$ cat config.mk
export PLATFORM = sky130hd
export DESIGN_NAME = if_id_stage
export DESIGN_NICKNAME = d
export VERILOG_FILES = /design/src/rtl/if_id_stage.sv
export SDC_FILE = /design/constraint.sdc
export NUM_CORES = 1
export LEC_CHECK = 0
export CORE_ASPECT_RATIO = 1.5
export CORE_UTILIZATION = 40
export CTS_CLUSTER_SIZE = 25
export DETAILED_ROUTE_END_ITERATION = 10
export GPL_TIMING_DRIVEN = 0
export HOLD_SLACK_MARGIN = 0.05
export PLACE_DENSITY_LB_ADDON = 0.25
export SYNTH_ARGS = -nofsm -noshare
export SYNTH_HDL_FRONTEND = slang
export SYNTH_SLANG_ARGS = --single-unit
$ cat constraint.sdc
create_clock -name clk -period 2.6 [get_ports clk]
set_input_delay 0.52 -clock clk [delete_from_list [all_inputs] [get_ports clk]]
set_output_delay 0.52 -clock clk [all_outputs]
set_load 0.05 [all_outputs]
$ cat src/rtl/if_id_stage.sv
// Fetch stage and IF/ID pipeline register: owns the PC, latches fetched words, decodes rs/rt/branch.
// Optional performance counters (stall_cycles, flush_count) are enabled by defining IFID_PERF_CNT_EN.
module if_id_stage #(
    parameter logic [31:0] RESET_PC = 32'h0000_0000,
    parameter logic [31:0] NOP_WORD = 32'h0000_0000
) (
    input  logic        clk,
    input  logic        rst,
    input  logic        stall,
    input  logic        redirect,
    input  logic [31:0] redirect_pc,
    output logic [31:0] imem_addr,
    input  logic [31:0] imem_rdata,
    output logic [31:0] IFID_instr,
    output logic [31:0] IFID_pc_plus4,
    output logic        IFID_valid,
    output logic [4:0]  IFID_register_rs,
    output logic [4:0]  IFID_register_rt,
    output logic        IFID_branch
`ifdef IFID_PERF_CNT_EN
    ,
    output logic [31:0] stall_cycles,
    output logic [31:0] flush_count
`endif
);

    localparam logic [31:0] RESET_PC_ALIGNED = {RESET_PC[31:2], 2'b00};

    logic [31:0] pc;
    logic [31:0] pc_plus4;
    logic [31:0] redirect_target;
    logic [5:0]  opcode;

    assign pc_plus4        = pc + 32'd4;
    assign redirect_target = redirect_pc & 32'hFFFF_FFFC;
    assign imem_addr       = pc;

    // Priority: rst > stall > redirect > normal fetch; a stall freezes everything.
    always_ff @(posedge clk) begin
        if (rst) begin
            pc            <= RESET_PC_ALIGNED;
            IFID_instr    <= NOP_WORD;
            IFID_pc_plus4 <= '0;
            IFID_valid    <= 1'b0;
        end else if (!stall) begin
            if (redirect) begin
                pc            <= redirect_target;
                IFID_instr    <= NOP_WORD;
                IFID_pc_plus4 <= '0;
                IFID_valid    <= 1'b0;
            end else begin
                pc            <= pc_plus4;
                IFID_instr    <= imem_rdata;
                IFID_pc_plus4 <= pc_plus4;
                IFID_valid    <= 1'b1;
            end
        end
    end

    assign opcode           = IFID_instr[31:26];
    assign IFID_register_rs = IFID_instr[25:21];
    assign IFID_register_rt = IFID_instr[20:16];
    // Flushed slots never report a branch, so they cannot trigger a hazard stall.
    assign IFID_branch      = IFID_valid && ((opcode == 6'b000100) || (opcode == 6'b000101));

`ifdef IFID_PERF_CNT_EN
    always_ff @(posedge clk) begin
        if (rst) begin
            stall_cycles <= '0;
            flush_count  <= '0;
        end else begin
            if (stall && (stall_cycles != '1)) begin
                stall_cycles <= stall_cycles + 32'd1;
            end
            if (!stall && redirect && (flush_count != '1)) begin
                flush_count <= flush_count + 32'd1;
            end
        end
    end
`endif

endmodule

Word-level counts from Yosys, hierarchy flattened
Index checks and enable logic that the tools add are counted.

Output and inout port bits: 108. Flip-flop bits (word level): 97.

Equal/unequal tests: 2. Multiplexer cells: 4. $add $sub $neg: 1. Reduce and logical (&&, ||, !) cells: 2.

Operators with widths (number): 2-to-1 mux 32 bit (3); adder 32 x 3 -> 32 bit, second input constant (1); == test 6 x 3 -> 1 bit, second input constant (2); logical AND 1 bit (1); logical OR 1 bit (1); 2-to-1 mux 1 bit (1).

Longest topological paths before layout
Gate-level depths: netlist (run 1).

Depth after elaboration: 3. Mapped depth: 8. Mapped depth without buffers: 6.

Worst setup path before layout (run 1)
No wires, ideal clock.

Path kind: flip-flop to output port. Start point: register IFID_valid. End point: output port IFID_branch. Path buffers: 0. Setup slack: 0.239 ns. Stages on the path, launching flop included: 3. Arrival: 1.841 ns. Path through: dfxtp_1 nand4bb_1 nor3_1.

Cells in the longest elaborated chain, start to end: 1.

RTL lines: start: declaration (line 16) `output logic IFID_valid,`; start signal: assignment (line 44) `IFID_valid <= 1'b0;`; start signal: assignment (line 50) `IFID_valid <= 1'b0;`; start signal: assignment (line 55) `IFID_valid <= 1'b1;`; logical AND 1 bit (line 64) `assign IFID_branch = IFID_valid && ((opcode == 6'b000100) || (opcode == 6'b000101));`; end: declaration (line 19) `output logic IFID_branch`.

No other way between the ends.

Worst setup path in the final report (run 1)
Start point: register IFID_instr[31]. End point: output port IFID_branch.

Cells in the longest elaborated chain, start to end: 3. Elaborated cells between the ends (all ways): 4. Classes of those cells: 2 x eq/ne; 2 x reduce/logical.

RTL lines: start: declaration (line 14) `output logic [31:0] IFID_instr,`; start signal: assignment (line 53) `IFID_instr <= imem_rdata;`; == test 6 x 3 -> 1 bit (line 64); logical OR 1 bit (*) (line 64); logical AND 1 bit (*) (line 64).

Every way passes the cells marked *; elsewhere a longest branch is shown, timed or not.

==> results.cfg, run 1 <==
[layout]
layout_commonest_cell = clkdlybuf4s50_1
fin_nets = 751
syn2layout_area_growth_pct = 49.0
drive_gt1_frac = 0.0859
diodes = 0
final_cell_mix = clkdlybuf4s50_1 (170), dfxtp_1 (94), a22o_1 (53)

[route]
ant_nets = 0
drt_wl_total_um = 15100
drc_errors = 0
vias = 4534
wl_per_cell_um = 18.2
dr.pass1.iters = 5
avgViaCountPerCell = 5.46
drtIter0Drc = 313

[die]
die_area_um2 = 11600
start_util = 0.416
core_region_area_um2 = 10700
dieWidth_um = 88.2
pin_count = 176
rows = 46
die_h_um = 131

[pwr]
powerDensity_nw_per_um2 = 546
combPwrFrac = 0.197
switching_share = 0.301
power_frac_clock = 0.373
p_leak_uw = 0.00252
p_sw_uw = 1090
p_int_uw = 2540
vdd_drop_max_v = 0.000327
seqPwrFrac = 0.430

[clock_tree]
clock_sinks = 94
cts_tree = done
numCtsBuffers = 9
cts-root-buf = clkbuf_16
cts_max_level = 3
cts.clk_slew.worst_paths_ps = 60
clk-insertion-delay-late_ps = 350
hold_buffers = 0
clockBufferDepth = 2

[synthesis]
ys_types = 58
syn_inst = 500
async_flop_share = 0
ys_ff_latch = 94
yosys-top-cells-area = dfxtp_1 (42%), a22o_1 (10%), nor2_1 (4.4%)
ys.flop_type = dfxtp_1
synth.avg_cell_area_um2 = 8.92
yosysTopAreaCellShare = 0.422
synth_top_cell_by_area = dfxtp_1
yosysSeqAreaShare = 0.422
synth_edf_count = 0
synth_area_um2 = 4460
ys_warn_count = 0

[min_path]
hold_depth = 1
hold_end = IFID_pc_plus4[22]
min_path_type = reg2reg
min-delay-start = IFID_pc_plus4[22]

[setup_path]
required_ps = 2080
crit_type = reg2out
worstSetupEndpointType = output port
timing.rr.start = imem_addr[20]
reg2reg_to = IFID_pc_plus4[31]
rr_worst_depth = 6
cpMaxStageDelayCell = clkdlybuf4s50_1
crit_chain = nand4bb_1, nor3_1, clkdlybuf4s50_1
arrival_ps = 1870
cp_max_fo = 3
r2r_slack_ps = 260
cp.buffers_inverters = 1
path_delay_family = buffers and inverters
max_stage_delay_ps = 820
start_kind = register

[timing]
finClkSkew_ps = 7.89
timing.final.crit_share = 0.918
fin_crit_ps = 2390
tightestPinTransition_ps = 664
fmax_mhz = 419
hold_violations = 0
rsz0062_at_grt = false
relSlewSlack = 0.554
setup_ws_ps = 214
fin_hold_ws_ps = 478
drv_slew = 0
setup_violations = 0

[place]
io_buffer_count = 170
post-place-ws_ps = -258
gpl.final_weighted_congestion = 0.901
dpl.hpwl_um = 11400

[global_route]
grt_pass1_wl_um = 23500
grt_start_max_net_pins = 17
grt_pass1_vias = 4390
antenna_found_initial = 0
track_usage = 0.264
grt-ovfl-total = 0

[flow_run]
cap_violations = 0

[status]
outcome = completed
==> power groups by stage <==
stage	registers, uW	logic [uW]	clock network (uW)
2_1_floorplan	1770	235	0
3_3_place_gp	1590	705	0
3_5_place_dp	1590	712	0
6_report	1560	715	1350
5_1_grt	1570	756	1420
4_1_cts	1560	715	1360
==> per-stage QoR <==
step                      area, um^2  setup TNS (ps)  std cells  total power (uW)   util
final                           6640               0        831              3630  0.621
after floorplan                 4460               0        501              2000      -
after CTS                       6640               0        831              3630  0.620
after global placement          6340           -8930        815              2300  0.593
after detailed placement        6340          -12020        815              2300  0.593
after global routing            6640               0        831              3750  0.621
==> synth_stat cells, types with 3 or more instances <==
| master | n |
|---|---|
| a31oi_1 | 9 |
| and3_1 | 3 |
| a21o_1 | 3 |
| nand2_1 | 29 |
| or2_0 | 3 |
| nand3_1 | 13 |
| a22o_1 | 53 |
| nor2_1 | 52 |
| o21ai_0 | 13 |
| mux2i_1 | 8 |
| buf_2 | 8 |
| nor4_1 | 4 |
| xor2_1 | 8 |
| xnor2_1 | 20 |
| or2_2 | 6 |
| inv_1 | 8 |
| nor2b_1 | 9 |
| buf_4 | 13 |
| a21oi_1 | 33 |
| nor3_1 | 9 |
| or3_1 | 4 |
| dfxtp_1 | 94 |
| o22ai_1 | 6 |
| a22oi_1 | 14 |
| clkbuf_1 | 30 |
| nand4_1 | 8 |
==> how the worst max path moves through the flow <==
| stage | from | to | slack (ps) | cells after the start |
|---|---|---|---|---|
| floorplan | IFID_valid | IFID_branch | 240 | 2 |
| global placement | stall | IFID_instr[10] | -190 | 7 |
| detailed placement | stall | IFID_instr[21] | -260 | 7 |
| CTS | stall | IFID_instr[8] | 80 | 7 |
| global route | stall | imem_addr[14] | 70 | 7 |
| finish | IFID_instr[31] | IFID_branch | 210 | 3 |
==> area by class of cell <==
class	count	area (um^2)
buffer	53	265
clock buffer	10	229
clock inverter	6	68.8
fill	940	4060
inverter	9	33.8
multi-input combinational	345	2280
sequential	94	1880
tap	144	180
timing repair buffer	170	1700
==> logic make-up (layout without fill, tap and decap cells) <==
group           count (synthesis)  count (layout)  synth area share
compound gates                143             143             0.227
xor+xnor                       28              28            0.0550
fa+ha+maj                       1               1           0.00281
buf+inv                        62             248            0.0671
flops                          94              94             0.422
mux                             8               8            0.0180
other cells                     1               2          0.000841
simple gates                  163             163             0.207
==> registers in the layout (all words and copies together), names as in the netlist <==
name and count:
imem_addr 30, IFID_pc_plus4 31, IFID_instr 32, IFID_valid 1
==> per-layer routing <==
| layer | track usage | part of all wire | wire (um) | up-vias |
|---|---|---|---|---|
| li1 | - | - | - | 2161 |
| met1 | 0.305 | 0.39 | 5830 | 2122 |
| met2 | 0.455 | 0.50 | 7550 | 216 |
| met3 | 0.0616 | 0.081 | 1220 | 35 |
| met4 | 0.112 | 0.032 | 484 | 0 |
| met5 | 0 | 0 | 0 | - |
==> what timing repair did <==
| action | 4_1_cts | 5_1_grt |
|---|---|---|
| resized for setup | 0 | 1 |
| setup buffers | 0 | 0 |
| setup endpoints to repair | 0 | 49 |
Power figures use the tool's default switching activity.
==> run 2, diff against run 1 <==
- GPL_TIMING_DRIVEN: 0 -> default
==> run 2 against run 1 <==
Effect of this change: routed wire length decreased by 12%; global-route usage decreased by 3.7 points; setup slack got worse by 12 ps; die area unchanged; utilization decreased by 0.78 points; highest routed layer unchanged.
==> results.cfg, run 2 (synthesis gave the netlist of run 1 again) <==
[place]
gpl.final_weighted_congestion = 0.885
post-place-ws_ps = 445
io_buffer_count = 171
post-place-cells = 776
dpl.hpwl_um = 9930

[die]
die_h_um = 131
core_region_area_um2 = 10700
start_util = 0.416
die_area_um2 = 11600
rows = 46
pin_count = 176
dieWidth_um = 88.2

[layout]
nFillCells = 946
layout_commonest_cell = clkdlybuf4s50_1
final_cell_mix = clkdlybuf4s50_1 (169), dfxtp_1 (94), a22o_1 (53)
fin_nets = 712
syn2layout_area_growth_pct = 47.2
final_core_util = 0.613
largest_reg_flops = 32
seq_area_um2 = 1880
drive_gt1_frac = 0.0819
multi_input_area_um2 = 2300
regMostFlops = IFID_instr
diodes = 0
instances_no_fill = 791

[timing]
drv_slew = 0
fin_hold_ws_ps = 480
hold_violations = 0
rsz0062_at_grt = false
timing.final.crit_share = 0.922
setup_violations = 0
finClkSkew_ps = 8.10
setup_ws_ps = 202
setup_tns_ps = 0
fmax_mhz = 417
fin_crit_ps = 2400
relSlewSlack = 0.598
tightestPinTransition_ps = 601

[status]
outcome = completed

[route]
dr.pass1.iters = 4
drc_errors = 0
drtIter0Drc = 183
ant_nets = 0
avgViaCountPerCell = 5.41
drt_wl_total_um = 13300
vias = 4278
wl_per_cell_um = 16.8

[clock_tree]
cts-root-buf = clkbuf_16
clk-insertion-delay-late_ps = 350
cts_setup_buffers = 0
hold_buffers = 0
ctsResizeCount = 0
cts_tree = done
cts_max_level = 3
clock_sinks = 94
clockBufferDepth = 2
cts.clk_slew.worst_paths_ps = 70
numCtsBuffers = 9

[setup_path]
max_stage_delay_ps = 900
arrival_ps = 1880
cpMaxStageDelayCell = clkdlybuf4s50_1
worstSetupEndpointType = output port
crit_type = reg2out
path_delay_family = buffers and inverters
cp_max_fo = 10
required_ps = 2080
crit_chain = clkdlybuf4s50_1
cp.buffers_inverters = 1
start_kind = register

[min_path]
min_path_type = reg2reg

[global_route]
grt-ovfl-total = 0
grt_pass1_vias = 4094
track_usage = 0.228
grt_pass1_wl_um = 20800
grt_start_max_net_pins = 45
antenna_found_initial = 0

[pwr]
p_leak_uw = 0.00246
vdd_drop_max_v = 0.000370
powerDensity_nw_per_um2 = 561

[flow_run]
cap_violations = 0
## run 2: report_power, final
| part | internal (uW) | switching [uW] | total (uW) |
|---|---|---|---|
| sequential | 1500 | 76.4 | 1570 |
| clock | 846 | 579 | 1420 |
| combinational | 284 | 397 | 681 |
| total | 2620 | 1050 | 3680 |
## run 2: through the flow
step                area (um^2)  total power [uW]
global route               6560              3820
detailed placement         6240              2280
floorplan                  4460              2000
CTS                        6560              3710
global placement           6240              2270
finish                     6560              3680
## run 2: cell type report
class | instances | share of cell area
tap | 144 | 0.0275
timing repair buffer | 184 | 0.282
inverter | 9 | 0.00515
clock inverter | 6 | 0.0143
clock buffer | 9 | 0.0343
sequential | 94 | 0.287
multi-input combinational | 345 | 0.350
## run 2: final timing paths
path | startpoint | end | slack, ps | cells after the start
setup / recovery | imem_addr[5] | imem_addr[5] | 200 | 1
hold / removal | IFID_pc_plus4[18] | IFID_pc_plus4[18] | 480 | 1
setup reg to reg | imem_addr[3] | imem_addr[26] | 450 | 6
hold reg to reg | IFID_pc_plus4[18] | IFID_pc_plus4[18] | 480 | 1
## run 2: metal layers
metal  routed length, um  up-vias  GRT usage
li1                    -     2073          -
met1                5250     1995      0.260
met2                6590      186      0.389
met3                1090       24     0.0691
met4                 354        0     0.0842
met5                   0        -          0
==> run 3, diff against run 2 <==
--- a/config.mk
+++ b/config.mk
@@ -9,2 +9,3 @@
 export CORE_UTILIZATION = 40
+export CTS_CLUSTER_DIAMETER = 80
 export CTS_CLUSTER_SIZE = 25
==> constraint.sdc (replaced) <==
create_clock -name clk -period 2.6 [get_ports clk]
set_input_delay 0.26 -clock clk [delete_from_list [all_inputs] [get_ports clk]]
set_output_delay 0.26 -clock clk [all_outputs]
set_load 0.05 [all_outputs]
==> run 3 against run 2 <==
Effect of this change: total power fell by 0.43%; clock power about the same; via count increased by 0.28%; flip-flop and latch count unchanged; final cell count is 0.25% lower; first-iteration DRC count increased by 34%; utilization down 0.51 points; die area unchanged; clock skew decreased by 3.4 ps.
==> results.cfg, run 3 (synthesis gave the netlist of run 1 again) <==
[min_path]
min-delay-start = stall
min_path_type = in2reg

[setup_path]
arrival_ps = 2470
path_delay_family = simple AND/OR/NAND/NOR gates
crit_chain = ha_1, nand4_4, nor4_4, nand4_2, or3_1, a31oi_1
cpMaxStageDelayCell = nor4_4
cp.buffers_inverters = 0
worstSetupEndpointType = register
r2r_slack_ps = 390
crit_type = reg2reg
cp-startpoint = imem_addr[3]
max_stage_delay_ps = 500
cp_max_fo = 7
required_ps = 2870
timing.rr.start = imem_addr[3]
start_kind = register

[layout]
syn2layout_area_growth_pct = 45.9
diodes = 0
largest_reg_flops = 32
nFillCells = 939
fin_nets = 709
final_cell_mix = clkdlybuf4s50_1 (169), dfxtp_1 (94), a22o_1 (53)
layout_commonest_cell = clkdlybuf4s50_1
final_core_util = 0.608
regMostFlops = IFID_instr
drive_gt1_frac = 0.0775

[global_route]
grt-ovfl-total = 0
grt_pass1_vias = 3979
track_usage = 0.223
grt_pass1_wl_um = 20200
grt_start_max_net_pins = 64
antenna_found_initial = 0

[die]
die_area_um2 = 11600
pin_count = 176
start_util = 0.416
die_h_um = 131
dieWidth_um = 88.2
core_region_area_um2 = 10700
rows = 46

[route]
drc_errors = 0
avgViaCountPerCell = 5.44
dr.pass1.iters = 5
vias = 4290
wl_per_cell_um = 16.5
drt_wl_total_um = 13100
drtIter0Drc = 245
ant_nets = 0

[clock_tree]
cts-root-buf = clkbuf_16
cts_max_level = 3
clk-insertion-delay-late_ps = 340
cts_tree = done
clockBufferDepth = 2
ctsResizeCount = 0
cts.clk_slew.worst_paths_ps = 70
cts_setup_buffers = 0
hold_buffers = 0
clock_sinks = 94
numCtsBuffers = 9

[timing]
setup_ws_ps = 394
fin_crit_ps = 2210
drv_slew = 0
fmax_mhz = 453
tightestPinTransition_ps = 1190
setup_violations = 0
relSlewSlack = 0.206
timing.final.crit_share = 0.848
fin_hold_ws_ps = 404
rsz0062_at_grt = false
hold_violations = 0
setup_tns_ps = 0
finClkSkew_ps = 4.69

[place]
io_buffer_count = 171
dpl.hpwl_um = 9500
gpl.final_weighted_congestion = 0.861
post-place-ws_ps = 255

[flow_run]
cap_violations = 0

[pwr]
powerDensity_nw_per_um2 = 563
total_power_uw = 3660
p_leak_uw = 0.00244
vdd_drop_max_v = 0.000299

[status]
outcome = completed
[run 3: cell types whose count changed in the layout (fill, tap and decap cells not counted), sizes merged]
cell and delta:
clkbuf +1, inv -1, clkinv +2, buf -3, clkinvlp -1
[run 3: power by group]
group	internal (uW)	switching [uW]
clock	851	568
combinational	276	398
sequential	1500	72.3
[run 3: stage by stage]
step                      cell area, um^2  cells
after floorplan                      4460    501
after global placement               6180    773
after detailed placement             6180    773
after CTS                            6500    789
after global routing                 6500    789
final                                6500    789
[run 3: final cells by class]
type	instances	area [um^2]	share of cell area
Tap cell	144	180	0.0277
Clock buffer	10	229	0.0352
Inverter	9	33.8	0.00519
Clock inverter	6	95.1	0.0146
Multi-Input combinational cell	345	2300	0.353
Sequential cell	94	1880	0.289
Timing Repair Buffer	181	1790	0.275
[run 3: metal layers]
metal | vias up | GRT usage | wire (um) | share of wire
li1 | 2066 | - | - | -
met1 | 2014 | 0.253 | 5090 | 0.39
met2 | 190 | 0.377 | 6560 | 0.50
met3 | 20 | 0.0603 | 1090 | 0.084
met4 | 0 | 0.103 | 312 | 0.024
met5 | - | 0 | 0 | 0
[run 3: final timing paths]
path | end | cells past startpoint
max | imem_addr[26] | 6
min reg2reg | IFID_pc_plus4[16] | 1
max reg2reg | imem_addr[26] | 6
min | imem_addr[14] | 3
[run 3: worst register-to-register path, stage by stage, from the launching register on]
cell	delay, ps
dfxtp_1	410
ha_1	380
nand4_4	180
nor4_4	500
nand4_2	200
or3_1	340
a31oi_1	130
